===== src/rtl/mul_sequencer.sv =====
// Control sequencer for a shift-add unsigned multiplier and its HI/LO pair.
// Issues load/step/write strobes, stalls the pipeline on hazards and selects the EX result source.
module mul_sequencer #(
  parameter int WIDTH = 32,
  parameter int CNT_W = 6
) (
  input  logic             clk,
  input  logic             rst,
  input  logic             start,
  input  logic             op_maddu,
  input  logic             mfhi_req,
  input  logic             mflo_req,
  input  logic             flush,
  output logic             mul_load,
  output logic             mul_step,
  output logic             hilo_we,
  output logic             hilo_acc,
  output logic             busy,
  output logic             done,
  output logic             stall,
  output logic [1:0]       sel,
  output logic [CNT_W-1:0] step_cnt
);

  localparam logic [1:0] IDLE  = 2'd0;
  localparam logic [1:0] LOAD  = 2'd1;
  localparam logic [1:0] RUN   = 2'd2;
  localparam logic [1:0] WRITE = 2'd3;

  localparam logic [CNT_W-1:0] LAST_STEP = CNT_W'(WIDTH - 1);
  localparam logic [CNT_W-1:0] CNT_ONE   = CNT_W'(1);

  logic [1:0]       state_r;
  logic [1:0]       state_nxt_s;
  logic             op_r;
  logic [CNT_W-1:0] cnt_r;

  // Next-state decode; start beats flush in IDLE, WRITE always commits.
  always_comb begin
    state_nxt_s = state_r;
    case (state_r)
      IDLE: begin
        if (start) state_nxt_s = LOAD;
        else       state_nxt_s = IDLE;
      end
      LOAD: begin
        if (flush) state_nxt_s = IDLE;
        else       state_nxt_s = RUN;
      end
      RUN: begin
        if (flush)                   state_nxt_s = IDLE;
        else if (cnt_r == LAST_STEP) state_nxt_s = WRITE;
        else                         state_nxt_s = RUN;
      end
      WRITE:   state_nxt_s = IDLE;
      default: state_nxt_s = IDLE;
    endcase
  end

  // State, operation latch and iteration counter.
  always_ff @(posedge clk or posedge rst) begin
    if (rst) begin
      state_r <= IDLE;
      op_r    <= 1'b0;
      cnt_r   <= '0;
    end else begin
      state_r <= state_nxt_s;
      if (state_r == IDLE && start) op_r <= op_maddu;
      else                          op_r <= op_r;
      case (state_r)
        LOAD:    cnt_r <= '0;
        RUN:     cnt_r <= cnt_r + CNT_ONE;
        default: cnt_r <= cnt_r;
      endcase
    end
  end

  // Strobes are registered copies of the next-state decode so each one equals its state.
  always_ff @(posedge clk or posedge rst) begin
    if (rst) begin
      mul_load <= 1'b0;
      mul_step <= 1'b0;
      hilo_we  <= 1'b0;
      hilo_acc <= 1'b0;
      done     <= 1'b0;
      busy     <= 1'b0;
    end else begin
      mul_load <= (state_nxt_s == LOAD);
      mul_step <= (state_nxt_s == RUN);
      hilo_we  <= (state_nxt_s == WRITE);
      hilo_acc <= (state_nxt_s == WRITE) & op_r;
      done     <= (state_nxt_s == WRITE);
      busy     <= (state_nxt_s != IDLE);
    end
  end

  assign step_cnt = cnt_r;
  assign stall    = busy & (start | mfhi_req | mflo_req);

  // Result select: a stalled EX forwards nothing; HI wins an illegal MFHI+MFLO.
  always_comb begin
    sel = 2'b00;
    if (stall)         sel = 2'b00;
    else if (mfhi_req) sel = 2'b01;
    else if (mflo_req) sel = 2'b10;
    else               sel = 2'b00;
  end

endmodule

===== config.mk =====
export PLATFORM = sky130hd
export DESIGN_NAME = mul_sequencer
export DESIGN_NICKNAME = d
export VERILOG_FILES = /design/src/rtl/mul_sequencer.sv
export SDC_FILE = /design/constraint.sdc
export NUM_CORES = 1
export LEC_CHECK = 0
export CAP_MARGIN = 20
export CORE_MARGIN = 10
export CORE_UTILIZATION = 40
export DETAILED_ROUTE_END_ITERATION = 10
export PLACE_DENSITY = 0.72
export SETUP_SLACK_MARGIN = 0.02
export SYNTH_ARGS = -nofsm -noshare
export SYNTH_HDL_FRONTEND = slang
export SYNTH_SLANG_ARGS = --single-unit

===== constraint.sdc =====
create_clock -name clk -period 2.25 [get_ports clk]
set_input_delay 0.45 -clock clk [delete_from_list [all_inputs] [get_ports clk]]
set_output_delay 0.45 -clock clk [all_outputs]
set_load 0.02 [all_outputs]

==> impl_metrics.tcl, run 1 <==
set metrics [dict create \
    setup_violations 0 \
    power.density_nw_per_um2 591 \
    period_needed_ns 2.20 \
    clock-root-buffer "clkbuf_4" \
    vias_per_cell 5.14 \
    relSlewSlack 0.654 \
    post_cts_buffers 0 \
    initial_core_util 0.430 \
    synth.lib_cells_used.distinct 21 \
    place_inst 98 \
    ys_seq_area_frac 0.534 \
    drtPass1Iterations 4 \
    slew_viol_final 0 \
    grt_setup_unrepaired "false" \
    period_share 0.980 \
    drc 0 \
    p_leak_nw 0.427 \
    rows 14 \
    outcome "complete, no violations" \
    core-area_um2 1520 \
    ctsHoldBuffers 0 \
    clock_path_buffers 2 \
    syn_area_um2 656 \
    yosys-top-cells-area "dfrtp_1 53%, ha_1 9.5%, o21ai_0 4.6%, inv_1 4.6%, nand2_1 2.9%" \
    syn2layout_area_growth_pct 39.5 \
    end_kind "primary output" \
    htreeDepth 1 \
    vias 524 \
    ir_drop_uv 375 \
    critical_path_class "in2out" \
    cts.sinks 14 \
    fin_cells 102 \
    dp_hpwl_mm 1.14 \
    place_congestion 0.706 \
    cts_buffers 3 \
    yosysTopAreaCellShare 0.534 \
    critPathArrivalTime_ns 1.75 \
    dr.first_iter.drc_count 8 \
    grt_usage 0.0826 \
    clkLatencyLatePin_ns 0.28 \
    grt_overflow 0 \
    synth_largest_area_cell "dfrtp_1" \
    path_clk_slew_ns 0.08 \
    io_pins 22 \
    finalHoldViolCount 0 \
    required_ns 1.80 \
    synth_cells 62 \
    tightest_slew_ns 0.518 \
    num_antenna_cells 0 \
    grt_pass1_vias 493 \
    die_h_um 60.5 \
    crit_fanout 3 \
    fmax_mhz 454 \
    start_kind "primary input" \
    ff2ff_setup_slack_ns 0.65 \
    syn_nets 74 \
    die_area_um2 3660 \
    fin_skew_ns 0.00280 \
    avgSynthCellArea_um2 10.6 \
    layout-drive-gt1-share 0.0930 \
    finalNetCount 99 \
    ys_warn_count 0 \
    die_w_um 60.5 \
    io_buffer_count 21 \
    cts_tree "yes" \
    ys_ff_latch 14 \
    antenna_found_initial 0 \
    cts.repair.resized 0 \
    final_cell_mix "21 x clkdlybuf4s50_1, 14 x dfrtp_1, 8 x inv_1" \
    wl_mm 1.44 \
    wl_per_cell_um 14.2 \
    layout_commonest_cell "clkdlybuf4s50_1" \
    postRouteAntennaNets 0 \
    grt_pass1_wl_mm 2.26 \
    setup-tns-final_ns 0 \
    maxCapViolations 0 \
    min_path_type "reg2reg" \
    grt_max_degree 15 \
]
-- cells by family after synthesis --
logic type | count (synthesis) | synth area share
AOI/OAI and AO/OA | 9 | 0.0744
xor gates and xnor gates | 1 | 0.0134
adders and majority gates | 5 | 0.0954
buffers and inverters | 9 | 0.0573
DFF | 14 | 0.534
muxes | 2 | 0.0324
and+or+nand+nor | 22 | 0.193
-- layout make-up --
type / count / area [µm²]
multi-input combinational: 39 / 268
timing repair buffer: 21 / 210
fill: 129 / 609
clock buffer: 4 / 36.3
inverter: 8 / 30.0
sequential: 14 / 350
tap: 16 / 20.0
-- per-stage QoR --
step,hold slack [ns],instance area [µm²],utilization,power (mW),setup WS (ns)
3_3_place_gp,0.478,878,0.576,0.367,0.0739
3_5_place_dp,0.478,878,0.576,0.369,0.0384
5_1_grt,0.530,915,0.600,0.566,0.0208
6_report,0.490,915,0.600,0.541,0.0452
4_1_cts,0.503,915,0.600,0.549,0.0339
2_1_floorplan,0.339,656,-,0.325,0.787
-- where the power goes --
| group | switching (mW) | leakage [nW] | internal (mW) |
|---|---|---|---|
| sequential | 0.00740 | 0.188 | 0.263 |
| clock | 0.0806 | 0.0210 | 0.0985 |
| combinational | 0.0476 | 0.218 | 0.0438 |
| total | 0.136 | 0.427 | 0.405 |
-- critical path, stage by stage --
cell             delay [ns]
clkdlybuf4s50_1        0.44
o31a_1                 0.31
clkdlybuf4s50_1        0.55
-- sequential cells by signal, summed over array words and instances, names as in the netlist --
signal / count
step_cnt: 6
state_r: 2
busy: 1
done: 1
hilo_acc: 1
mul_load: 1
mul_step: 1
op_r: 1
-- per-layer routing --
| layer | vias to the layer above | wire length (µm) | GRT usage |
|---|---|---|---|
| met5 | - | 0 | 0 |
| met4 | 0 | 14 | 0.0282 |
| met3 | 2 | 109 | 0.0397 |
| met2 | 20 | 732 | 0.138 |
| met1 | 248 | 589 | 0.0897 |
| li1 | 254 | - | - |
-- path summary, 6_finish.rpt --
path / startpoint / depth (start not counted) / end
setup reg to reg: state_r[1] / 5 / step_cnt[5]
min in group asynchronous: rst / 2 / hilo_acc
setup / recovery: start / 3 / stall
max in group asynchronous: rst / 2 / state_r[0]
hold / removal: op_r / 1 / hilo_acc
hold reg to reg: op_r / 1 / hilo_acc
-- cells in the mapped netlist --
library cell	count
ha_1	5
nor4_2	1
dfrtp_1	14
o31a_1	1
nor2_1	4
nand3b_1	1
buf_4	1
or3_1	2
mux2_2	1
o21ai_0	6
nor3b_1	1
mux2i_1	1
and2_1	1
inv_1	8
or2_2	1
nand2_1	5
nor2b_1	2
nand4_2	1
a21oi_1	2
nand3_1	3
xor2_1	1
Power figures use the tool's default switching activity.
==> run 2, diff against run 1 <==
--- a/config.mk
+++ b/config.mk
@@ -9,6 +9,7 @@
 export CORE_MARGIN = 10
 export CORE_UTILIZATION = 40
 export DETAILED_ROUTE_END_ITERATION = 10
+export HOLD_SLACK_MARGIN = 0.02
 export PLACE_DENSITY = 0.72
 export SETUP_SLACK_MARGIN = 0.02
 export SYNTH_ARGS = -nofsm -noshare
==> results of run 2 <==
No change in the layout: final DEF, timing and power equal those of run 1.
==> run 3, diff against run 2 <==
--- a/config.mk
+++ b/config.mk
@@ -7,10 +7,10 @@
 export LEC_CHECK = 0
 export CAP_MARGIN = 20
 export CORE_MARGIN = 10
-export CORE_UTILIZATION = 40
+export CORE_UTILIZATION = 46
 export DETAILED_ROUTE_END_ITERATION = 10
 export HOLD_SLACK_MARGIN = 0.02
-export PLACE_DENSITY = 0.72
+export PLACE_DENSITY = 0.81
 export SETUP_SLACK_MARGIN = 0.02
 export SYNTH_ARGS = -nofsm -noshare
 export SYNTH_HDL_FRONTEND = slang
==> impl_metrics.tcl, run 3 (same netlist as run 1, synthesis figures left out) <==
set metrics [dict create \
    ff2ff_setup_slack_ns 0.66 \
    io_buffer_count 21 \
    maxCapViolations 0 \
    regArea_um2 350 \
    die_w_um 57.8 \
    crit_path_frequent_cell "clkdlybuf4s50_1" \
    clock-root-buffer "clkbuf_4" \
    whs_ns 0.497 \
    ctsHoldBuffers 0 \
    slowest_delay_ns 0.61 \
    worstReg2RegEnd "step_cnt[5]" \
    cp-startpoint "mfhi_req" \
    path_cells "clkdlybuf4s50_1, nor2b_1, clkdlybuf4s50_1" \
    required_ns 1.80 \
    ir_drop_uv 345 \
    p_leak_nw 0.444 \
    fin_skew_ns 0.00589 \
    vias_per_cell 5.00 \
    drc 0 \
    cts.sinks 14 \
    reg2reg_depth 5 \
    path_buf_inv 2 \
    grt_usage 0.0942 \
    clkLatencyLatePin_ns 0.29 \
    dr.first_iter.drc_count 3 \
    largest_reg_flops 6 \
    path_delay_family "buffers and inverters" \
    multiInputGateArea_um2 268 \
    grt_overflow 0 \
    clock_path_buffers 2 \
    crit_slowest_cell "clkdlybuf4s50_1" \
    grt_pass1_vias 514 \
    path_clk_slew_ns 0.09 \
    power.density_nw_per_um2 595 \
    cts_buffers 3 \
    wl_per_cell_um 14.9 \
    end_kind "primary output" \
    die_h_um 57.8 \
    cp.depth 3 \
    period_share 0.963 \
    critPathArrivalTime_ns 1.72 \
    syn2layout_area_growth_pct 39.5 \
    relSlewSlack 0.650 \
    layout-drive-gt1-share 0.0930 \
    core-area_um2 1320 \
    critical_path_class "in2out" \
    post_cts_buffers 0 \
    htreeDepth 1 \
    fmax_mhz 461 \
    grt_setup_unrepaired "false" \
    antenna_found_initial 0 \
    drtPass1Iterations 2 \
    wl_mm 1.51 \
    r2r_start "state_r[0]" \
    nFillCells 101 \
    tightest_slew_ns 0.524 \
    finalNetCount 99 \
    min_path_type "in2async" \
    outcome "complete, no violations" \
    period_needed_ns 2.17 \
    grt_max_degree 15 \
    vias 505 \
    setup_violations 0 \
    final_cell_mix "19 x clkdlybuf4s50_1, 14 x dfrtp_1, 8 x inv_1" \
    setup-tns-final_ns 0 \
    layout_commonest_cell "clkdlybuf4s50_1" \
    cts.repair.resized 1 \
    crit_fanout 3 \
    place_congestion 0.711 \
    start_kind "primary input" \
    finalHoldViolCount 0 \
    dp_hpwl_mm 1.16 \
    fin_util 0.694 \
    io_pins 22 \
    slew_viol_final 0 \
    rows 13 \
    initial_core_util 0.498 \
    cts_tree "yes" \
    postRouteAntennaNets 0 \
    grt_pass1_wl_mm 2.51 \
    num_antenna_cells 0 \
    die_area_um2 3340 \
]
[run 3: area by class of cell]
type                    instances  share of cell area
multi-input cells              39               0.293
clock buffers                   4              0.0397
repair buffers                 21               0.231
flip-flops and latches         14               0.383
inverters                       8              0.0328
well taps                      15              0.0205
[run 3: worst max path at each step]
stage	endpoint	slack, ns
2_1_floorplan	sel[1]	0.79
3_3_place_gp	stall	0.08
3_5_place_dp	stall	0.05
4_1_cts	stall	0.05
5_1_grt	sel[0]	0.03
6_report	sel[0]	0.08
[run 3: report_power, final]
part	switching, mW	leakage (nW)	internal, mW
Clock	0.0833	0.0210	0.0986
Combinational	0.0492	0.234	0.0430
Sequential	0.00745	0.188	0.263
Total	0.140	0.444	0.404
[run 3: metrics by stage]
stage / power [mW] / std cells / setup WS (ns) / cell area [µm²]
3_5_place_dp: 0.369 / 97 / 0.0464 / 877
6_report: 0.544 / 101 / 0.0825 / 915
4_1_cts: 0.551 / 101 / 0.0486 / 912
2_1_floorplan: 0.325 / 62 / 0.787 / 656
5_1_grt: 0.567 / 101 / 0.0292 / 915
3_3_place_gp: 0.366 / 97 / 0.0768 / 877
[run 3: worst register-to-register path, stage by stage, from the launching register on]
cell	delay (ns)
dfrtp_1	0.35
inv_1	0.07
ha_1	0.40
nand4_2	0.17
or3_1	0.37
a21oi_1	0.15
[run 3: per-layer routing]
layer | track usage | up-vias | part of all wire
met1 | 0.100 | 239 | 0.39
met2 | 0.158 | 11 | 0.51
li1 | - | 250 | -
met5 | 0 | - | 0
met4 | 0.0503 | 0 | 0.025
met3 | 0.0349 | 5 | 0.068
